--- config.mk ---
export PLATFORM = sky130hd
export DESIGN_NAME = dot_product_sequencer
export DESIGN_NICKNAME = d
export VERILOG_FILES = /design/src/rtl/quant_pkg.sv /design/src/rtl/seq_elem_buf.sv /design/src/rtl/dot_product_sequencer.sv
export SDC_FILE = /design/constraint.sdc
export NUM_CORES = 1
export LEC_CHECK = 0
export BUFFER_PORTS_ARGS = -buffer_cell sky130_fd_sc_hd__buf_2
export CELL_PAD_IN_SITES_DETAIL_PLACEMENT = 0
export CELL_PAD_IN_SITES_GLOBAL_PLACEMENT = 1
export CORE_ASPECT_RATIO = 1.75
export CORE_MARGIN = 2
export CORE_UTILIZATION = 56
export CTS_BUF_LIST = sky130_fd_sc_hd__clkbuf_4 sky130_fd_sc_hd__clkbuf_8 sky130_fd_sc_hd__clkbuf_16
export DETAILED_ROUTE_END_ITERATION = 12
export HOLD_SLACK_MARGIN = 0.1
export PLACE_DENSITY = 0.95
export RECOVER_POWER = 50
export SYNTH_ARGS = -nofsm -noshare
export SYNTH_HDL_FRONTEND = slang
export SYNTH_SLANG_ARGS = --single-unit
--- constraint.sdc ---
create_clock -name clk_i -period 3.6 [get_ports clk_i]
set_clock_uncertainty 0.2 [all_clocks]
set_input_delay 0.54 -clock clk_i [delete_from_list [all_inputs] [get_ports clk_i]]
set_output_delay 0.54 -clock clk_i [all_outputs]
set_load 0.03 [all_outputs]
--- src/rtl/quant_pkg.sv ---
// ============================================================================
// Module      : quant_pkg
// Description : Shared types and constants for the dot-product sequencer.
// Revision    : 1.0 - initial release
// ============================================================================
`default_nettype none

package quant_pkg;

    localparam int c_data_w          = 32;
    localparam int c_wgt_w           = 8;
    localparam int c_def_vec_len     = 16;
    localparam int c_def_timeout_cyc = 255;

    typedef enum logic [1:0] {
        ST_IDLE   = 2'd0,
        ST_STREAM = 2'd1,
        ST_WAIT   = 2'd2,
        ST_DONE   = 2'd3
    } seq_state_t;

endpackage : quant_pkg

`default_nettype wire

--- src/rtl/seq_elem_buf.sv ---
// ============================================================================
// Module      : seq_elem_buf
// Description : Register buffer of {activation, weight} pairs; one write
//               port, combinational read port.
// Revision    : 1.0 - initial release
// ============================================================================
`default_nettype none

module seq_elem_buf
    import quant_pkg::*;
#(
    parameter int VEC_LEN = c_def_vec_len
) (
    input  logic                         clk_i,
    input  logic                         rstn_i,
    input  logic                         wr_en_i,
    input  logic [$clog2(VEC_LEN)-1:0]   wr_addr_i,
    input  logic signed [c_data_w-1:0]   wr_x_i,
    input  logic signed [c_wgt_w-1:0]    wr_w_i,
    input  logic [$clog2(VEC_LEN)-1:0]   rd_addr_i,
    output logic signed [c_data_w-1:0]   rd_x_o,
    output logic signed [c_wgt_w-1:0]    rd_w_o
);

    localparam int              c_aw    = $clog2(VEC_LEN);
    localparam logic [c_aw:0]   c_depth = (c_aw + 1)'(VEC_LEN);

    logic signed [c_data_w-1:0] r_x [VEC_LEN];
    logic signed [c_wgt_w-1:0]  r_w [VEC_LEN];
    logic                       w_in_range;

    // Non-power-of-two depths leave unused address codes that must be dropped.
    assign w_in_range = ({1'b0, wr_addr_i} < c_depth);

    always_ff @(posedge clk_i or negedge rstn_i) begin
        if (!rstn_i) begin
            for (int i = 0; i < VEC_LEN; i++) begin
                r_x[i] <= '0;
                r_w[i] <= '0;
            end
        end else if (wr_en_i && w_in_range) begin
            r_x[wr_addr_i] <= wr_x_i;
            r_w[wr_addr_i] <= wr_w_i;
        end
    end

    assign rd_x_o = r_x[rd_addr_i];
    assign rd_w_o = r_w[rd_addr_i];

endmodule : seq_elem_buf

`default_nettype wire

--- src/rtl/dot_product_sequencer.sv ---
// ============================================================================
// Module      : dot_product_sequencer
// Description : Streams a buffered vector into a quantize/MAC pipeline and
//               captures its result. Option macro: RELU_OUTPUT_EN clamps
//               negative captured results to zero.
// Revision    : 1.0 - initial release
// ============================================================================
`default_nettype none

module dot_product_sequencer
    import quant_pkg::*;
#(
    parameter int VEC_LEN     = c_def_vec_len,
    parameter int TIMEOUT_CYC = c_def_timeout_cyc
) (
    input  logic                         clk_i,
    input  logic                         rstn_i,
    input  logic                         wr_en_i,
    input  logic [$clog2(VEC_LEN)-1:0]   wr_addr_i,
    input  logic signed [c_data_w-1:0]   wr_x_i,
    input  logic signed [c_wgt_w-1:0]    wr_w_i,
    input  logic                         start_i,
    output logic                         pipe_start_o,
    output logic signed [c_data_w-1:0]   vector_x_o,
    output logic signed [c_wgt_w-1:0]    quant_w_o,
    input  logic                         pipe_done_i,
    input  logic signed [c_data_w-1:0]   pipe_dout_i,
    output logic                         busy_o,
    output logic                         done_o,
    output logic signed [c_data_w-1:0]   result_o,
    output logic                         err_o
);

    localparam int              c_aw        = $clog2(VEC_LEN);
    localparam int              c_tw        = $clog2(TIMEOUT_CYC + 1);
    localparam logic [c_aw-1:0] c_last_elem = c_aw'(VEC_LEN - 1);
    localparam logic [c_tw-1:0] c_last_wait = c_tw'(TIMEOUT_CYC - 1);

    seq_state_t                 r_state;
    seq_state_t                 w_state_nxt;
    logic [c_aw-1:0]            r_elem_cnt;
    logic [c_tw-1:0]            r_wait_cnt;
    logic signed [c_data_w-1:0] r_result;
    logic                       r_err;
    logic signed [c_data_w-1:0] w_rd_x;
    logic signed [c_wgt_w-1:0]  w_rd_w;
    logic signed [c_data_w-1:0] w_capture;
    logic                       w_idle;
    logic                       w_stream;
    logic                       w_buf_wr;

    assign w_idle   = (r_state == ST_IDLE);
    assign w_stream = (r_state == ST_STREAM);
    assign w_buf_wr = wr_en_i & w_idle;

    seq_elem_buf #(
        .VEC_LEN (VEC_LEN)
    ) u_elem_buf (
        .clk_i     (clk_i),
        .rstn_i    (rstn_i),
        .wr_en_i   (w_buf_wr),
        .wr_addr_i (wr_addr_i),
        .wr_x_i    (wr_x_i),
        .wr_w_i    (wr_w_i),
        .rd_addr_i (r_elem_cnt),
        .rd_x_o    (w_rd_x),
        .rd_w_o    (w_rd_w)
    );

    always_comb begin
        w_capture = pipe_dout_i;
`ifdef RELU_OUTPUT_EN
        if (pipe_dout_i < 0) begin
            w_capture = '0;
        end
`endif
    end

    always_ff @(posedge clk_i or negedge rstn_i) begin
        if (!rstn_i) begin
            r_state <= ST_IDLE;
        end else begin
            r_state <= w_state_nxt;
        end
    end

    always_comb begin
        w_state_nxt = r_state;
        case (r_state)
            ST_IDLE:   if (start_i) w_state_nxt = ST_STREAM;
            ST_STREAM: if (r_elem_cnt == c_last_elem) w_state_nxt = ST_WAIT;
            ST_WAIT:   if (pipe_done_i || (r_wait_cnt == c_last_wait)) w_state_nxt = ST_DONE;
            ST_DONE:   w_state_nxt = ST_IDLE;
            default:   w_state_nxt = ST_IDLE;
        endcase
    end

    // A pipeline response on the final WAIT cycle wins over the timeout.
    always_ff @(posedge clk_i or negedge rstn_i) begin
        if (!rstn_i) begin
            r_elem_cnt <= '0;
            r_wait_cnt <= '0;
            r_result   <= '0;
            r_err      <= 1'b0;
        end else begin
            case (r_state)
                ST_IDLE: begin
                    if (start_i) begin
                        r_elem_cnt <= '0;
                        r_wait_cnt <= '0;
                        r_err      <= 1'b0;
                    end
                end
                ST_STREAM: begin
                    r_elem_cnt <= (r_elem_cnt == c_last_elem) ? '0 : r_elem_cnt + 1'b1;
                end
                ST_WAIT: begin
                    r_wait_cnt <= r_wait_cnt + 1'b1;
                    if (pipe_done_i) begin
                        r_result <= w_capture;
                    end else if (r_wait_cnt == c_last_wait) begin
                        r_err <= 1'b1;
                    end
                end
                default: ;
            endcase
        end
    end

    assign pipe_start_o = w_stream;
    assign vector_x_o   = w_stream ? w_rd_x : '0;
    assign quant_w_o    = w_stream ? w_rd_w : '0;
    assign busy_o       = ~w_idle;
    assign done_o       = (r_state == ST_DONE);
    assign result_o     = r_result;
    assign err_o        = r_err;

endmodule : dot_product_sequencer

`default_nettype wire

* Word-level counts from Yosys, hierarchy flattened *
Index checks and enable logic that the tools add are counted.

storage, ports and cells
  register bits = 687
  bits in latches = 0
  memory bits (writable) = 0
  memory bits (read-only) = 0
  output and inout port bits = 76
  logic and storage cells = 93
  memories kept = 0

cells by class
  $add $sub $neg = 2
  multiply operators = 0
  div/mod/pow operators = 0
  magnitude comparators = 3
  equality and inequality tests = 10
  shift-type cells = 0
  muxes and demuxes = 27
  bitwise logic cells = 4
  reduce and logical (&&, ||, !) cells = 10

operators by type and width
  kind                                                         count
  bitwise mux 512 bit                                          1
  binary-select mux 32 bit (select 4 bit)                      1
  bitwise mux 128 bit                                          1
  demux 32 bit (select 4 bit)                                  1
  2-to-1 mux 32 bit                                            4
  2-to-1 mux 8 bit                                             5
  binary-select mux 8 bit (select 4 bit)                       1
  demux 8 bit (select 4 bit)                                   1
  case mux 8 bit (2 select lines)                              1
  >= comparator 5 bit (second input constant)                  2
  inverter 4 -> 5 bit                                          2
  adder 8 x 1 -> 8 bit (second input constant)                 1
  == test 8 bit (second input constant)                        1
  2-to-1 mux 4 bit                                             2
  inequality test 2 bit (second input constant)                4
  case mux 2 bit (4 select lines)                              1
  case mux 4 bit (2 select lines)                              1
  2-to-1 mux 2 bit                                             3
  AND reduction 2 bit                                          3
  less-than comparator 5 x 1 -> 1 bit (second input constant)  1
  adder 4 x 1 -> 4 bit (second input constant)                 1
  == test 2 bit (second input constant)                        2
  == test 4 bit (second input constant)                        1
  AND reduction 4 bit                                          1
  11 further kinds                                             14

* Longest topological paths before layout *
Gate-level depths: netlist (run 1).

  word-level depth = 6
  gate-level depth with buffers = 8

* By module *
A second synthesis (run 1) with hierarchy kept.

unflattened totals
  cells, all modules = 1966
  area, all modules = 30894.6 µm²

modules (own cells, without submodules)
  module                 instances  cells an instance  area an instance (µm²)
  seq_elem_buf           1          1751               28484.8
  dot_product_sequencer  1          215                2409.8

* Worst setup path before layout (run 1) *
Ideal clock, no wire load.

  kind = register to output
  start point = register r_state[1]
  end point = output vector_x_o[10]
  arrival time = 2168 ps
  data required time = 2860 ps
  setup slack = 692 ps
  stages on the path, launching flop included = 8
  path through = dfrtp_1 > inv_1 > ha_1 > and2_1 > buf_1 > clkbuf_1 > a22oi_1 > o211ai_1

on the way
  cells in the longest elaborated chain, start to end = 2

RTL lines
  element                 RTL line                      text
  start, declared         dot_product_sequencer.sv:39   seq_state_t r_state;
  start signal, assigned  dot_product_sequencer.sv:83   r_state <= w_state_nxt;
  == test 2 x 1 -> 1 bit  dot_product_sequencer.sv:53   assign w_stream = (r_state == ST_STREAM);
  via pipe_start_o        dot_product_sequencer.sv:23   output logic pipe_start_o,
  2-to-1 mux 32 bit       dot_product_sequencer.sv:131  assign vector_x_o = w_stream ? w_rd_x : '0;
  end, declared           dot_product_sequencer.sv:24   output logic signed [c_data_w-1:0] vector_x_o,

The timed path passes the listed nets, and every way through them passes these cells.

* Worst setup path in the final report (run 1) *
  start point = register r_elem_cnt[0]
  end point = output vector_x_o[14]

on the way
  cells in the longest elaborated chain, start to end = 5

RTL lines
  element                                                RTL line                      text
  start, declared                                        dot_product_sequencer.sv:41   logic [c_aw-1:0] r_elem_cnt;
  start signal, assigned                                 dot_product_sequencer.sv:115  r_elem_cnt <= (r_elem_cnt == c_last_elem) ? '0 : r_elem_cnt + 1'b1;
  inverter 4 -> 5 bit (not written as such)              seq_elem_buf.sv:47            assign rd_x_o = r_x[rd_addr_i];
  binary-select mux 32 bit (select 4 bit)                seq_elem_buf.sv:47
  2-to-1 mux 32 bit (not written as such) (2 in series)  seq_elem_buf.sv:47
  2-to-1 mux 32 bit                                      dot_product_sequencer.sv:131

Every way passes these cells. The select of a mux whose other input is x is not followed.

==> results.rst, run 1 <==
.. list-table::
   :header-rows: 1

   * - Metric
     - Value
   * - Arithmetic-cell share of the synthesized area counting full adders, half adders and majority gates
     - 0.280%
   * - Crit path kind
     - flip-flop to output pin
   * - Number of maximum-capacitance violations
     - 8
   * - Arrival @ worst endpoint
     - 2.78 ns
   * - Most frequent cells in the layout
     - dfrtp_1 (684), mux2_2 (551), mux2i_1 (185), mux2_1 (123), buf_2 (123)
   * - Outcome
     - finished, violations left
   * - Area growth syn-to-layout
     - 12.8%
   * - Residual DRC
     - 0
   * - Average via count per standard cell
     - 6.37
   * - Root buffer cell
     - clkbuf_16
   * - Syn nets
     - 2,209
   * - Post-synth ARST share
     - 100%
   * - Clock transition time at the flip-flop clock pins of the worst setup and hold paths
     - approximately 0.060 ns
   * - Overall die height
     - 317 microns
   * - Overall die area
     - 0.0578 sq mm
   * - Largest fanout on the critical path
     - 37
   * - Area inside the core boundary
     - ~0.055 sq mm
   * - Highest clock frequency the design can meet
     - 0.284 GHz
   * - Dominant combinational cell family by area after synthesis
     - multiplexers
   * - Number of enable-type register cells in the synthesized netlist
     - 0
   * - Crit start category
     - flip-flop
   * - Net Sw Power
     - between 0.008 and 0.009 W
   * - Worst voltage drop across the vdd grid
     - approximately 0.51 mV
   * - Share of power burned in combinational logic
     - 31.7%
   * - Violations in the final reports
     - max-capacitance violations, max-slew violations
   * - Slew at the pin closest to its max-slew limit
     - 1.96 ns
   * - Layout cells sized above 1
     - 41.4%
   * - CTS tree
     - yes
   * - Proportion of total power due to net switching
     - roughly a third
   * - Number of standard cells in the final layout excluding fillers
     - 3,020
   * - CTS sink cnt
     - 687
   * - Slew Limit Fails
     - 460
   * - Fraction of the mapped netlist area in compound gates
     - between 3 and 4%
   * - Number of nets at the end of the flow
     - roughly 2,400
   * - Total of buffers placed on input and output ports
     - ~160
   * - Wire length per cell
     - 25.5 microns
   * - PD cells
     - 788 mW/mm^2
   * - Total instance count after detailed placement
     - 2,871
   * - Final hold vios
     - 0
   * - Number of instances in the synthesized netlist
     - between 2,000 and 2,500
   * - Area of the mapped netlist
     - 0.0313 sq mm
   * - Global-route wire length before repair
     - 120,000 microns
   * - Category of the worst setup path capture point
     - output pin
   * - Final critical-path share of the clock period
     - 97.9%
   * - Initial antenna violation count
     - 9
   * - XOR/XNOR Fraction of Synth Area
     - less than 1%
   * - Hold Path Class
     - input pin to flip-flop
   * - Drt first pass iters
     - 5
   * - Detail Placement HPWL
     - 47,000 microns
   * - Dominant synthesized flop cell
     - dfrtp_1
   * - Via count of the routed design
     - 19,234
   * - Die W
     - 183 microns
   * - First-iteration detailed-routing DRC count
     - 1,398
   * - Number of top-level design ports
     - 157
   * - Pin count of the biggest net entering global routing
     - 95
   * - Number of CTS-inserted buffers
     - 59
   * - Post-DRT Antenna Nets
     - 0
   * - Library cells used by synthesis
     - 35
   * - Row count
     - 114
   * - Clk network pwr share
     - 23.2%
   * - Most common cell after layout, fill and taps aside
     - dfrtp_1
   * - Unrepaired setup endpoints after global routing
     - no
   * - # setup viols final
     - 0
   * - Seq/Total Area, Yosys
     - 55.0%
   * - Longest Clk Path Bufs
     - 3
   * - Number of flip-flops and latches in the synthesized netlist
     - about 700
   * - Clock latency reported for the late side of the worst-skew pair
     - 0.61 ns
   * - Minimum clock period after layout
     - 3.52 ns
   * - Relative contribution of sequential cells to total power
     - 45.1%
   * - Multiplexer share of the synthesized area
     - 36.0%
   * - Post-Synth Simple-Gate Area
     - 2.07%
   * - Yosys Warn Count
     - 0
   * - GR Overflow Total
     - 0
   * - Maximum level of the CTS H-tree
     - 2
   * - Number of global-route vias before repair
     - 21,178
   * - Final worst hold slack
     - 0.144 ns
   * - Leakage power figure
     - 16.1 nW
   * - Headroom to the max-slew limit
     - -30.5%
   * - GRT Total Usage
     - 27.0%
   * - GPL Wtd Cong
     - 0.774
   * - Data required time at the worst endpoint
     - approximately 2.9 ns
   * - Final setup TNS
     - 0 ns
   * - Effective utilization at floorplan
     - 56.6%
   * - Syn Area/Cell
     - approximately 15 sq um
   * - Internal power summed over all cells
     - about 0.019 W
   * - Total wirelength of the detailed-routed design
     - a little under 80,000 microns
sequential cells by signal, summed over array words and instances, names as in the netlist:
register and count:
r_elem_cnt 4, u_elem_buf.r_x 512, r_state 2, r_wait_cnt 8
u_elem_buf.r_w 128, result_o 32, err_o 1
power by group through the flow:
stage,Combinational [W],Clock [W],Sequential (W)
after floorplan,0.00625,0,0.0123
after global placement,0.00834,0,0.0123
after detailed placement,0.00872,0,0.0126
after CTS,0.00882,0.00655,0.0125
after global routing,0.00943,0.00684,0.0128
final,0.00880,0.00646,0.0125
layout make-up:
cell class / count / area, sq um
repair buffers: 280 / 1930
clock buffers: 91 / 1800
fillers: 3849 / 19900
well taps: 696 / 871
multi-input cells: 1241 / 13300
clock inverters: 15 / 158
inverters: 7 / 26.3
flip-flops and latches: 687 / 17200
diodes: 3 / 7.51
per-stage QoR:
step / area [sq um] / power (W) / setup WS [ns] / utilization, %
floorplan: 31300 / 0.0186 / 0.692 / -
global placement: 33100 / 0.0206 / 0.651 / 59.9
detailed placement: 33100 / 0.0213 / 0.611 / 59.9
CTS: 35400 / 0.0279 / 0.0240 / 64.1
global route: 35300 / 0.0291 / 0.00438 / 63.9
finish: 35300 / 0.0278 / 0.0753 / 63.9
logic make-up after synthesis:
kind of cell | after synthesis
compound gates | 163
xor+xnor | 3
mux | 939
simple gates | 129
buf+inv | 193
fa+ha+maj | 7
flops | 687
Yosys cell counts, types with 2 or more instances:
| cell | n | area, sq um |
|---|---|---|
| o21ai_0 | 30 | 150 |
| nor2b_1 | 5 | 31.3 |
| mux2i_1 | 185 | 1850 |
| buf_1 | 12 | 45.0 |
| or4_1 | 2 | 15.0 |
| a32oi_1 | 2 | 17.5 |
| xnor2_1 | 3 | 26.3 |
| inv_1 | 7 | 26.3 |
| buf_2 | 67 | 335 |
| mux2_1 | 123 | 1390 |
| a21o_1 | 2 | 15.0 |
| nand2b_1 | 6 | 37.5 |
| mux2_2 | 551 | 6200 |
| a22oi_1 | 100 | 751 |
| dfrtp_1 | 687 | 17200 |
| nand3_1 | 68 | 340 |
| o211ai_1 | 20 | 150 |
| nor2_1 | 19 | 71.3 |
| and3_1 | 3 | 18.8 |
| nand4_1 | 2 | 12.5 |
| nor3_1 | 6 | 30.0 |
| buf_6 | 8 | 90.1 |
| buf_4 | 17 | 128 |
| or3_1 | 2 | 12.5 |
| mux4_2 | 80 | 1800 |
| and2_1 | 2 | 12.5 |
| a21oi_1 | 6 | 30.0 |
| clkbuf_1 | 82 | 308 |
| nand4b_1 | 2 | 17.5 |
| ha_1 | 7 | 87.6 |
| nand2_1 | 11 | 41.3 |
worst max-delay path, stage by stage (launching register included):
cell	delay (ns)
dfrtp_4	0.54
buf_16	0.29
buf_4	0.25
mux4_2	0.52
mux2i_1	0.15
o21ai_0	0.17
buf_2	0.23
metal layers:
layer  up-vias  global-route usage, %  part of all wire, %
met5         -                      0                0.086
met4        12                   12.0                  3.9
met3       188                   4.61                  5.1
met2       584                   47.4                   52
met1     10317                   32.7                   39
li1       8133                      -                    -
worst paths after layout:
kind	cells past startpoint	start	endpoint	slack, ns
max	6	r_elem_cnt[0]	vector_x_o[14]	0.08
min	3	start_i	r_wait_cnt[0]	0.14
max reg2reg	6	r_state[1]	u_elem_buf.r_x[433]	0.58
min reg2reg	1	u_elem_buf.r_w[103]	u_elem_buf.r_w[103]	0.28
max in group asynchronous	3	rstn_i	u_elem_buf.r_x[194]	0.47
min in group asynchronous	2	rstn_i	u_elem_buf.r_x[462]	0.35
repair_timing:
item	4_1_cts	5_1_grt
hold buffers	34	0
cloned	0	0
gates resized for setup	3	4
setup endpoints to repair	7	6
hold endpoints to repair	108	0
pin swaps	0	1
setup buffers	0	8
Note: power is estimated with default switching activity, not from simulation.
==> inputs of run 2 (changes only) <==
--- a/config.mk
+++ b/config.mk
@@ -18,4 +18,5 @@
 export RECOVER_POWER = 50
 export SYNTH_ARGS = -nofsm -noshare
 export SYNTH_HDL_FRONTEND = slang
+export SYNTH_HIERARCHICAL = 1
 export SYNTH_SLANG_ARGS = --single-unit
==> results.rst, run 2 <==
.. list-table::
   :header-rows: 1

   * - Metric
     - Value
   * - Outcome
     - finished, violations left (unchanged)
   * - Violations in the final reports
     - max-capacitance violations, max-slew violations (unchanged)
   * - Number of nets at the end of the flow
     - 2,207 (was 2,364)
   * - Number of enable-type register cells in the synthesized netlist
     - 0 (unchanged)
   * - Hold worst-path end
     - r_wait_cnt[1] (was r_wait_cnt[0])
   * - PD cells
     - 830 mW/mm^2 (was 788 mW/mm^2)
   * - Beginning of the worst hold path
     - start_i (unchanged)
   * - Area growth syn-to-layout
     - 14.2% (was 12.8%)
   * - Residual DRC
     - 0 (unchanged)
   * - Syn nets
     - 2,054 (was 2,209)
   * - Post-DRT Antenna Nets
     - 0 (unchanged)
   * - Largest fanout on the critical path
     - 42 (was 37)
   * - Cell types with the largest area share after synthesis
     - dfrtp_1 (56%), mux2_2 (23%), mux4_2 (12%) (was dfrtp_1 (55%), mux2_2 (20%), mux2i_1 (5.9%))
   * - Effective utilization at floorplan
     - 56.8% (was 56.6%)
   * - Minimum clock period after layout
     - 3.51 ns (was 3.52 ns)
   * - Clock transition time at the flip-flop clock pins of the worst setup and hold paths
     - 0.07 ns (was 0.06 ns)
   * - Proportion of netlist area held by the largest area contributor
     - 55.6% (was 55.0%)
   * - CTS tree
     - yes (unchanged)
   * - Unrepaired setup endpoints after global routing
     - yes (was no)
   * - Overall die area
     - 0.0571 sq mm (was 0.0578 sq mm)
   * - Destination of the worst register-to-register timing path
     - u_elem_buf/r_x[167] (was u_elem_buf.r_x[433])
   * - Cell depth of the worst hold path
     - 3 (unchanged)
   * - Total of buffers placed on input and output ports
     - 156 (unchanged)
   * - GR Overflow Total
     - 0 (unchanged)
   * - CTS sink cnt
     - 687 (unchanged)
   * - Cells on worst reg2reg path
     - 7 (was 6)
   * - Crit path kind
     - flip-flop to output pin (unchanged)
   * - Slew Limit Fails
     - 83 (was 460)
   * - Crit path setup slack, layout
     - 0.0891 ns (was 0.0753 ns)
   * - Initial antenna violation count
     - 10 (was 9)
   * - Number of top-level design ports
     - 157 (unchanged)
   * - GRT Total Usage
     - 26.5% (was 27.0%)
   * - Synth area leader
     - dfrtp_1 (unchanged)
   * - Final total power
     - 0.0293 W (was 0.0278 W)
   * - Total wirelength of the detailed-routed design
     - 75,300 microns (was 77,000 microns)
   * - Number of global-route vias before repair
     - 20,165 (was 21,178)
   * - Layout cells sized above 1
     - 52.2% (was 41.4%)
   * - Longest Clk Path Bufs
     - 3 (unchanged)
   * - Seq/Total Area, Yosys
     - 55.6% (was 55.0%)
   * - Reg2reg start
     - r_state[0] (was r_state[1])
   * - Wire length per cell
     - 26.3 microns (was 25.5 microns)
   * - Yosys Warn Count
     - 6 (was 0)
   * - Top post-synthesis cells by count
     - dfrtp_1 (687), mux2_2 (628), mux4_2 (160) (was dfrtp_1 (687), mux2_2 (551), mux2i_1 (185))
   * - Biggest register
     - u_elem_buf/r_x (was u_elem_buf.r_x)
   * - Largest stage delay on the critical path
     - 0.54 ns (about the same)
   * - Dominant synthesized flop cell
     - dfrtp_1 (unchanged)
   * - Most common cell in the synthesized netlist
     - dfrtp_1 (unchanged)
   * - Cell depth of the worst setup path
     - 6 (unchanged)
   * - Number of CTS-inserted buffers
     - 58 (was 59)
   * - Global-route wire length before repair
     - 116,000 microns (was 120,000 microns)
   * - Row count
     - 113 (was 114)
   * - Area of the mapped netlist
     - 0.0309 sq mm (was 0.0313 sq mm)
   * - Library cells used by synthesis
     - 41 (was 35)
   * - Post-synth ARST share
     - 100% (unchanged)
   * - Arrival @ worst endpoint
     - 2.77 ns (was 2.78 ns)
   * - First-iteration detailed-routing DRC count
     - 1,189 (was 1,398)
   * - Crit start category
     - flip-flop (unchanged)
   * - Worst-case register-to-register setup slack
     - 0.63 ns (was 0.58 ns)
   * - Number of instances in the synthesized netlist
     - 1,966 (was 2,121)
   * - Data required time at the worst endpoint
     - 2.86 ns (about the same)
   * - Final critical-path share of the clock period
     - 97.5% (was 97.9%)
   * - Detail Placement HPWL
     - 44,500 microns (was 47,000 microns)
   * - Flip-flop count of the largest register, all copies and words added
     - 512 (unchanged)
   * - Leakage power figure
     - 16.5 nW (was 16.1 nW)
   * - Final hold vios
     - 0 (unchanged)
   * - Placement Setup Slack
     - 0.590 ns (was 0.611 ns)
   * - Most frequent cells in the layout
     - dfrtp_1 (685), mux2_2 (628), mux4_2 (160), buf_2 (126), a22oi_1 (73) (was dfrtp_1 (684), mux2_2 (551), mux2i_1 (185), mux2_1 (123), buf_2 (123))
   * - Clock latency reported for the late side of the worst-skew pair
     - 0.61 ns (about the same)
   * - # setup viols final
     - 0 (unchanged)
   * - Area inside the core boundary
     - 0.0544 sq mm (was 0.0552 sq mm)
   * - Hold Path Class
     - input pin to flip-flop (unchanged)
   * - Die W
     - 182 microns (was 183 microns)
   * - Cells along the critical path
     - buf_16 > mux4_2 > a22oi_1 > nand2_2 > and2_1 > buf_2 (was buf_16 > buf_4 > mux4_2 > mux2i_1 > o21ai_0 > buf_2)
   * - Pin count of the biggest net entering global routing
     - 93 (was 95)
   * - Overall die height
     - 315 microns (was 317 microns)
   * - Cell family with most CP delay
     - multiplexers (was buffers and inverters)
   * - CP max stage cell
     - mux4_2 (was dfrtp_4)
   * - Number of flip-flops and latches in the synthesized netlist
     - 687 (unchanged)
   * - Worst voltage drop across the vdd grid
     - 0.494 mV (was 0.508 mV)
   * - Slew at the pin closest to its max-slew limit
     - 2.55 ns (was 1.96 ns)
   * - Highest clock frequency the design can meet
     - 0.285 GHz (was 0.284 GHz)
   * - Average via count per standard cell
     - 6.32 (was 6.37)
   * - Maximum level of the CTS H-tree
     - 2 (unchanged)
   * - Most common cell after layout, fill and taps aside
     - dfrtp_1 (unchanged)
   * - Root buffer cell
     - clkbuf_16 (unchanged)
   * - Count of buffering cells on the critical path with inverters included
     - 2 (was 3)
   * - Syn Area/Cell
     - 15.7 sq um (was 14.7 sq um)
   * - Headroom to the max-slew limit
     - -69.7% (was -30.5%)
   * - Via count of the routed design
     - 18,071 (was 19,234)
   * - Category of the worst setup path capture point
     - output pin (unchanged)
   * - GPL Wtd Cong
     - 0.754 (was 0.774)
   * - Drt first pass iters
     - 5 (unchanged)
   * - Number of maximum-capacitance violations
     - 1 (was 8)
[run 2: cell types whose count changed after synthesis, moves of 41 or more]
cell and change:
mux2i_1 -183, mux4_2 +80, mux2_1 -77, mux2_2 +77
nand3_1 -63, nand2_1 +41
[run 2: worst min-delay path, delay by kind of cell]
| family | cells | cell delay (ns) |
|---|---|---|
| AOI/OAI and AO/OA | 2 | 0.19 |
| buffers and inverters | 1 | 0.18 |
[run 2: timing repair]
action                                  in CTS  in global routing
hold buffers                                34                  0
gates resized for setup                      8                 11
pin swaps                                    0                  2
endpoints found under the setup margin      14                 30
cloned                                       0                  4
setup buffers                                0                  2
hold endpoints to repair                   109                  0
[run 2: layer usage]
metal,global-route usage [%],wire length (microns),vias up
met1,31.8,28400,9769
met4,10.1,2350,18
met5,0,111,-
met2,48.0,40400,544
met3,4.52,3990,164
li1,-,-,7576
[run 2: metrics by stage]
step	utilization [%]	TNS [ns]	instance area, sq um	hold WS [ns]	instances
finish	64.8	0	35300	0.151	2858
CTS	64.7	-0.186	35200	0.111	2850
floorplan	-	0	30900	0.0444	1966
detailed placement	60.1	0	32700	0.275	2709
global route	64.8	-0.0386	35300	0.164	2857
global placement	60.1	0	32700	0.263	2709
[run 2: final cells by class]
cell class                 count  area, sq um
clock inverter                33          435
multi-input combinational   1095        13000
inverter                      10         37.5
antenna                        2         5.00
clock buffer                  74         1630
timing repair buffer         267         2120
sequential                   687        17200
tap                          690          863
fill                        3645        19200
[run 2: how the worst max path moves through the flow]
| stage | startpoint | end | slack, ns |
|---|---|---|---|
| 2_1_floorplan | r_elem_cnt[0] | vector_x_o[30] | 0.94 |
| 3_3_place_gp | r_elem_cnt[0] | vector_x_o[7] | 0.59 |
| 3_5_place_dp | r_elem_cnt[0] | vector_x_o[7] | 0.59 |
| 4_1_cts | r_elem_cnt[0] | vector_x_o[29] | -0.07 |
| 5_1_grt | r_elem_cnt[0] | vector_x_o[8] | -0.02 |
| 6_report | r_elem_cnt[0] | vector_x_o[8] | 0.09 |
[run 2: report_power, final]
group / internal (W) / switching, W
Clock: 0.00387 / 0.00294
Combinational: 0.00534 / 0.00456
Sequential: 0.0108 / 0.00176
Total: 0.0200 / 0.00927
[run 2: logic make-up (layout without fill, tap and decap cells)]
group	count (synthesis)	count (layout)	share of synthesized area (%)
fa+ha+maj	7	7	0.283
other cells	0	2	0
mux	837	837	36.4
simple gates	141	141	2.33
xor+xnor	4	4	0.113
compound gates	106	106	2.51
buf+inv	184	384	2.75
flops	687	687	55.6
==> inputs of run 3 (changes only) <==
--- a/config.mk
+++ b/config.mk
@@ -6,11 +6,11 @@
 export NUM_CORES = 1
 export LEC_CHECK = 0
 export BUFFER_PORTS_ARGS = -buffer_cell sky130_fd_sc_hd__buf_2
-export CELL_PAD_IN_SITES_DETAIL_PLACEMENT = 0
-export CELL_PAD_IN_SITES_GLOBAL_PLACEMENT = 1
+export CELL_PAD_IN_SITES_DETAIL_PLACEMENT = 1
+export CELL_PAD_IN_SITES_GLOBAL_PLACEMENT = 2
 export CORE_ASPECT_RATIO = 1.75
 export CORE_MARGIN = 2
-export CORE_UTILIZATION = 56
+export CORE_UTILIZATION = 49
 export CTS_BUF_LIST = sky130_fd_sc_hd__clkbuf_4 sky130_fd_sc_hd__clkbuf_8 sky130_fd_sc_hd__clkbuf_16
 export DETAILED_ROUTE_END_ITERATION = 12
 export HOLD_SLACK_MARGIN = 0.1
==> results.rst, run 3 (synthesis results as in run 2) <==
.. list-table::
   :header-rows: 1

   * - Metric
     - Value
   * - GPL Wtd Cong
     - 0.765 (was 0.754)
   * - Initial antenna violation count
     - 14 (was 10)
   * - Arrival @ worst endpoint
     - 2.86 ns (was 2.77 ns)
   * - Number of global-route vias before repair
     - 21,575 (was 20,165)
   * - Residual DRC
     - 0 (unchanged)
   * - Drt first pass iters
     - 5 (unchanged)
   * - Global-route met3 utilization
     - 4.58% (was 4.52%)
   * - Final critical-path share of the clock period
     - 99.9% (was 97.5%)
   * - Clock transition time at the flip-flop clock pins of the worst setup and hold paths
     - 0.07 ns (about the same)
   * - Maximum level of the CTS H-tree
     - 2 (unchanged)
   * - Wire length per cell
     - 31.1 microns (was 26.3 microns)
   * - Minimum clock period after layout
     - 3.60 ns (was 3.51 ns)
   * - Slew at the pin closest to its max-slew limit
     - 2.58 ns (was 2.55 ns)
   * - Fill cells
     - 5,613 (was 3,645)
   * - Headroom to the max-slew limit
     - -71.9% (was -69.7%)
   * - Pin count of the biggest net entering global routing
     - 85 (was 93)
   * - Slew Limit Fails
     - 79 (was 83)
   * - Category of the worst setup path capture point
     - output pin (unchanged)
   * - GR Overflow Total
     - 0 (unchanged)
   * - Average via count per standard cell
     - 6.33 (was 6.32)
   * - Die W
     - 194 microns (was 182 microns)
   * - Reg2reg start
     - r_state[0] (unchanged)
   * - Worst voltage drop across the vdd grid
     - 0.543 mV (was 0.494 mV)
   * - Beginning of the worst hold path
     - start_i (unchanged)
   * - Number of maximum-capacitance violations
     - 1 (unchanged)
   * - Area inside the core boundary
     - 0.0622 sq mm (was 0.0544 sq mm)
   * - Outcome
     - finished, violations left (unchanged)
   * - Unrepaired setup endpoints after global routing
     - yes (unchanged)
   * - # setup viols final
     - 0 (unchanged)
   * - Violations in the final reports
     - max-capacitance violations, max-slew violations (unchanged)
   * - Root buffer cell
     - clkbuf_16 (unchanged)
   * - Final hold vios
     - 0 (unchanged)
   * - Row count
     - 121 (was 113)
   * - Number of standard cells in the final layout excluding fillers
     - 2,983 (was 2,858)
   * - Data required time at the worst endpoint
     - 2.86 ns (about the same)
   * - Longest Clk Path Bufs
     - 3 (unchanged)
   * - Crit path kind
     - flip-flop to output pin (unchanged)
   * - Largest fanout on the critical path
     - 16 (was 42)
   * - Final setup TNS
     - 0 ns (unchanged)
   * - Met2 Resource Use GR
     - 49.1% (was 48.0%)
   * - Number of nets at the end of the flow
     - 2,216 (was 2,207)
   * - Crit start category
     - flip-flop (unchanged)
   * - Overall die height
     - 336 microns (was 315 microns)
   * - Start point of the critical path
     - r_elem_cnt[0] (unchanged)
   * - Leakage power figure
     - 16.5 nW (about the same)
   * - Highest clock frequency the design can meet
     - 0.278 GHz (was 0.285 GHz)
   * - Met1 routing resource usage after global routing
     - 32.2% (was 31.8%)
   * - Routing layer with the top usage in global route
     - met2 (unchanged)
   * - Overall die area
     - 0.0652 sq mm (was 0.0571 sq mm)
   * - Hold Path Class
     - input pin to flip-flop (unchanged)
   * - Number of top-level design ports
     - 157 (unchanged)
   * - Most common cell after layout, fill and taps aside
     - dfrtp_1 (unchanged)
   * - Clock latency reported for the late side of the worst-skew pair
     - 0.64 ns (was 0.61 ns)
   * - Flip-flop count of the largest register, all copies and words added
     - 512 (unchanged)
   * - CTS tree
     - yes (unchanged)
   * - Post-DRT Antenna Nets
     - 0 (unchanged)
   * - PD cells
     - 857 mW/mm^2 (was 830 mW/mm^2)
   * - Layout cells sized above 1
     - 52.6% (was 52.2%)
   * - Total wirelength of the detailed-routed design
     - 92,800 microns (was 75,300 microns)
   * - CTS sink cnt
     - 687 (unchanged)
   * - Area growth syn-to-layout
     - 14.9% (was 14.2%)
   * - Total of buffers placed on input and output ports
     - 156 (unchanged)
   * - Final worst hold slack
     - 0.127 ns (was 0.151 ns)
   * - Global-route wire length before repair
     - 136,000 microns (was 116,000 microns)
   * - Final total power
     - 0.0304 W (was 0.0293 W)
   * - Total instance count after detailed placement
     - 2,820 (was 2,709)
   * - Via count of the routed design
     - 18,891 (was 18,071)
   * - GRT Total Usage
     - 27.5% (was 26.5%)
   * - Number of CTS-inserted buffers
     - 60 (was 58)
   * - First-iteration detailed-routing DRC count
     - 1,222 (was 1,189)
   * - Biggest register
     - u_elem_buf/r_x (unchanged)
   * - Detail Placement HPWL
     - 51,800 microns (was 44,500 microns)
   * - Effective utilization at floorplan
     - 49.7% (was 56.8%)
   * - Most frequent cells in the layout
     - dfrtp_1 (685), mux2_2 (628), mux4_2 (160), buf_2 (126), a22oi_1 (66) (was dfrtp_1 (685), mux2_2 (628), mux4_2 (160), buf_2 (126), a22oi_1 (73))
## run 3: cell count changes in the layout (fill, tap and decap cells not counted), sizes merged
| cell | delta |
|---|---|
| clkbuf | +19 |
| diode | +5 |
| buf | +6 |
| bufinv | -4 |
| clkinv | -7 |
| clkinvlp | -3 |
## run 3: final timing paths
check                                       to  slack [ns]  cells past startpoint
max in group asynchronous  u_elem_buf/r_x[367]        0.32                      3
setup reg to reg           u_elem_buf/r_x[475]        0.51                      7
hold / removal                   r_wait_cnt[1]        0.13                      3
hold reg to reg                   result_o[21]        0.29                      1
setup / recovery                 vector_x_o[2]       0.004                      7
min in group asynchronous  u_elem_buf/r_w[126]        1.01                      2
## run 3: power by group
part | switching (W) | leakage, nW | internal (W)
registers | 0.00203 | 9.09 | 0.0108
clock network | 0.00300 | 1.06 | 0.00390
logic | 0.00523 | 6.38 | 0.00545
## run 3: critical path: stages (launching register included)
cell and delay (ns):
dfrtp_4 0.45, buf_12 0.18, buf_16 0.20, mux4_2 0.53
a22oi_1 0.39, nand2_1 0.09, and2_1 0.16, buf_2 0.17
## run 3: repair_timing
item                       in CTS  in global routing
setup endpoints to repair      40                 20
hold buffers                   34                  0
pin swaps                       0                  1
gates resized for setup         4                 21
cloned                          1                  2
hold endpoints to repair      104                  0
setup buffers                   5                  3
## run 3: final cells by class
| class | count | area (sq um) | area share (%) |
|---|---|---|---|
| diodes | 7 | 17.5 | 0.0493 |
| clock buffers | 92 | 1850 | 5.20 |
| clock inverters | 19 | 239 | 0.673 |
| inverters | 10 | 37.5 | 0.106 |
| multi-input cells | 1095 | 13000 | 36.6 |
| flip-flops and latches | 687 | 17200 | 48.4 |
| well taps | 799 | 1000 | 2.82 |
| repair buffers | 274 | 2160 | 6.08 |
## run 3: metrics by stage
| step | utilization (%) | worst slack, ns | area [sq um] |
|---|---|---|---|
| after detailed placement | 52.8 | 0.522 | 32900 |
| after floorplan | - | 0.942 | 30900 |
| final | 57.1 | 0.00401 | 35500 |
| after global routing | 57.1 | -0.0678 | 35500 |
| after global placement | 52.8 | 0.528 | 32900 |
| after CTS | 56.9 | -0.0116 | 35400 |
## run 3: per-layer routing
layer	part of all wire (%)	routed length [microns]	up-vias
met4	5.3	4960	16
li1	-	-	7582
met1	37	34600	10159
met5	0.12	108	-
met3	5.7	5300	316
met2	52	47900	818
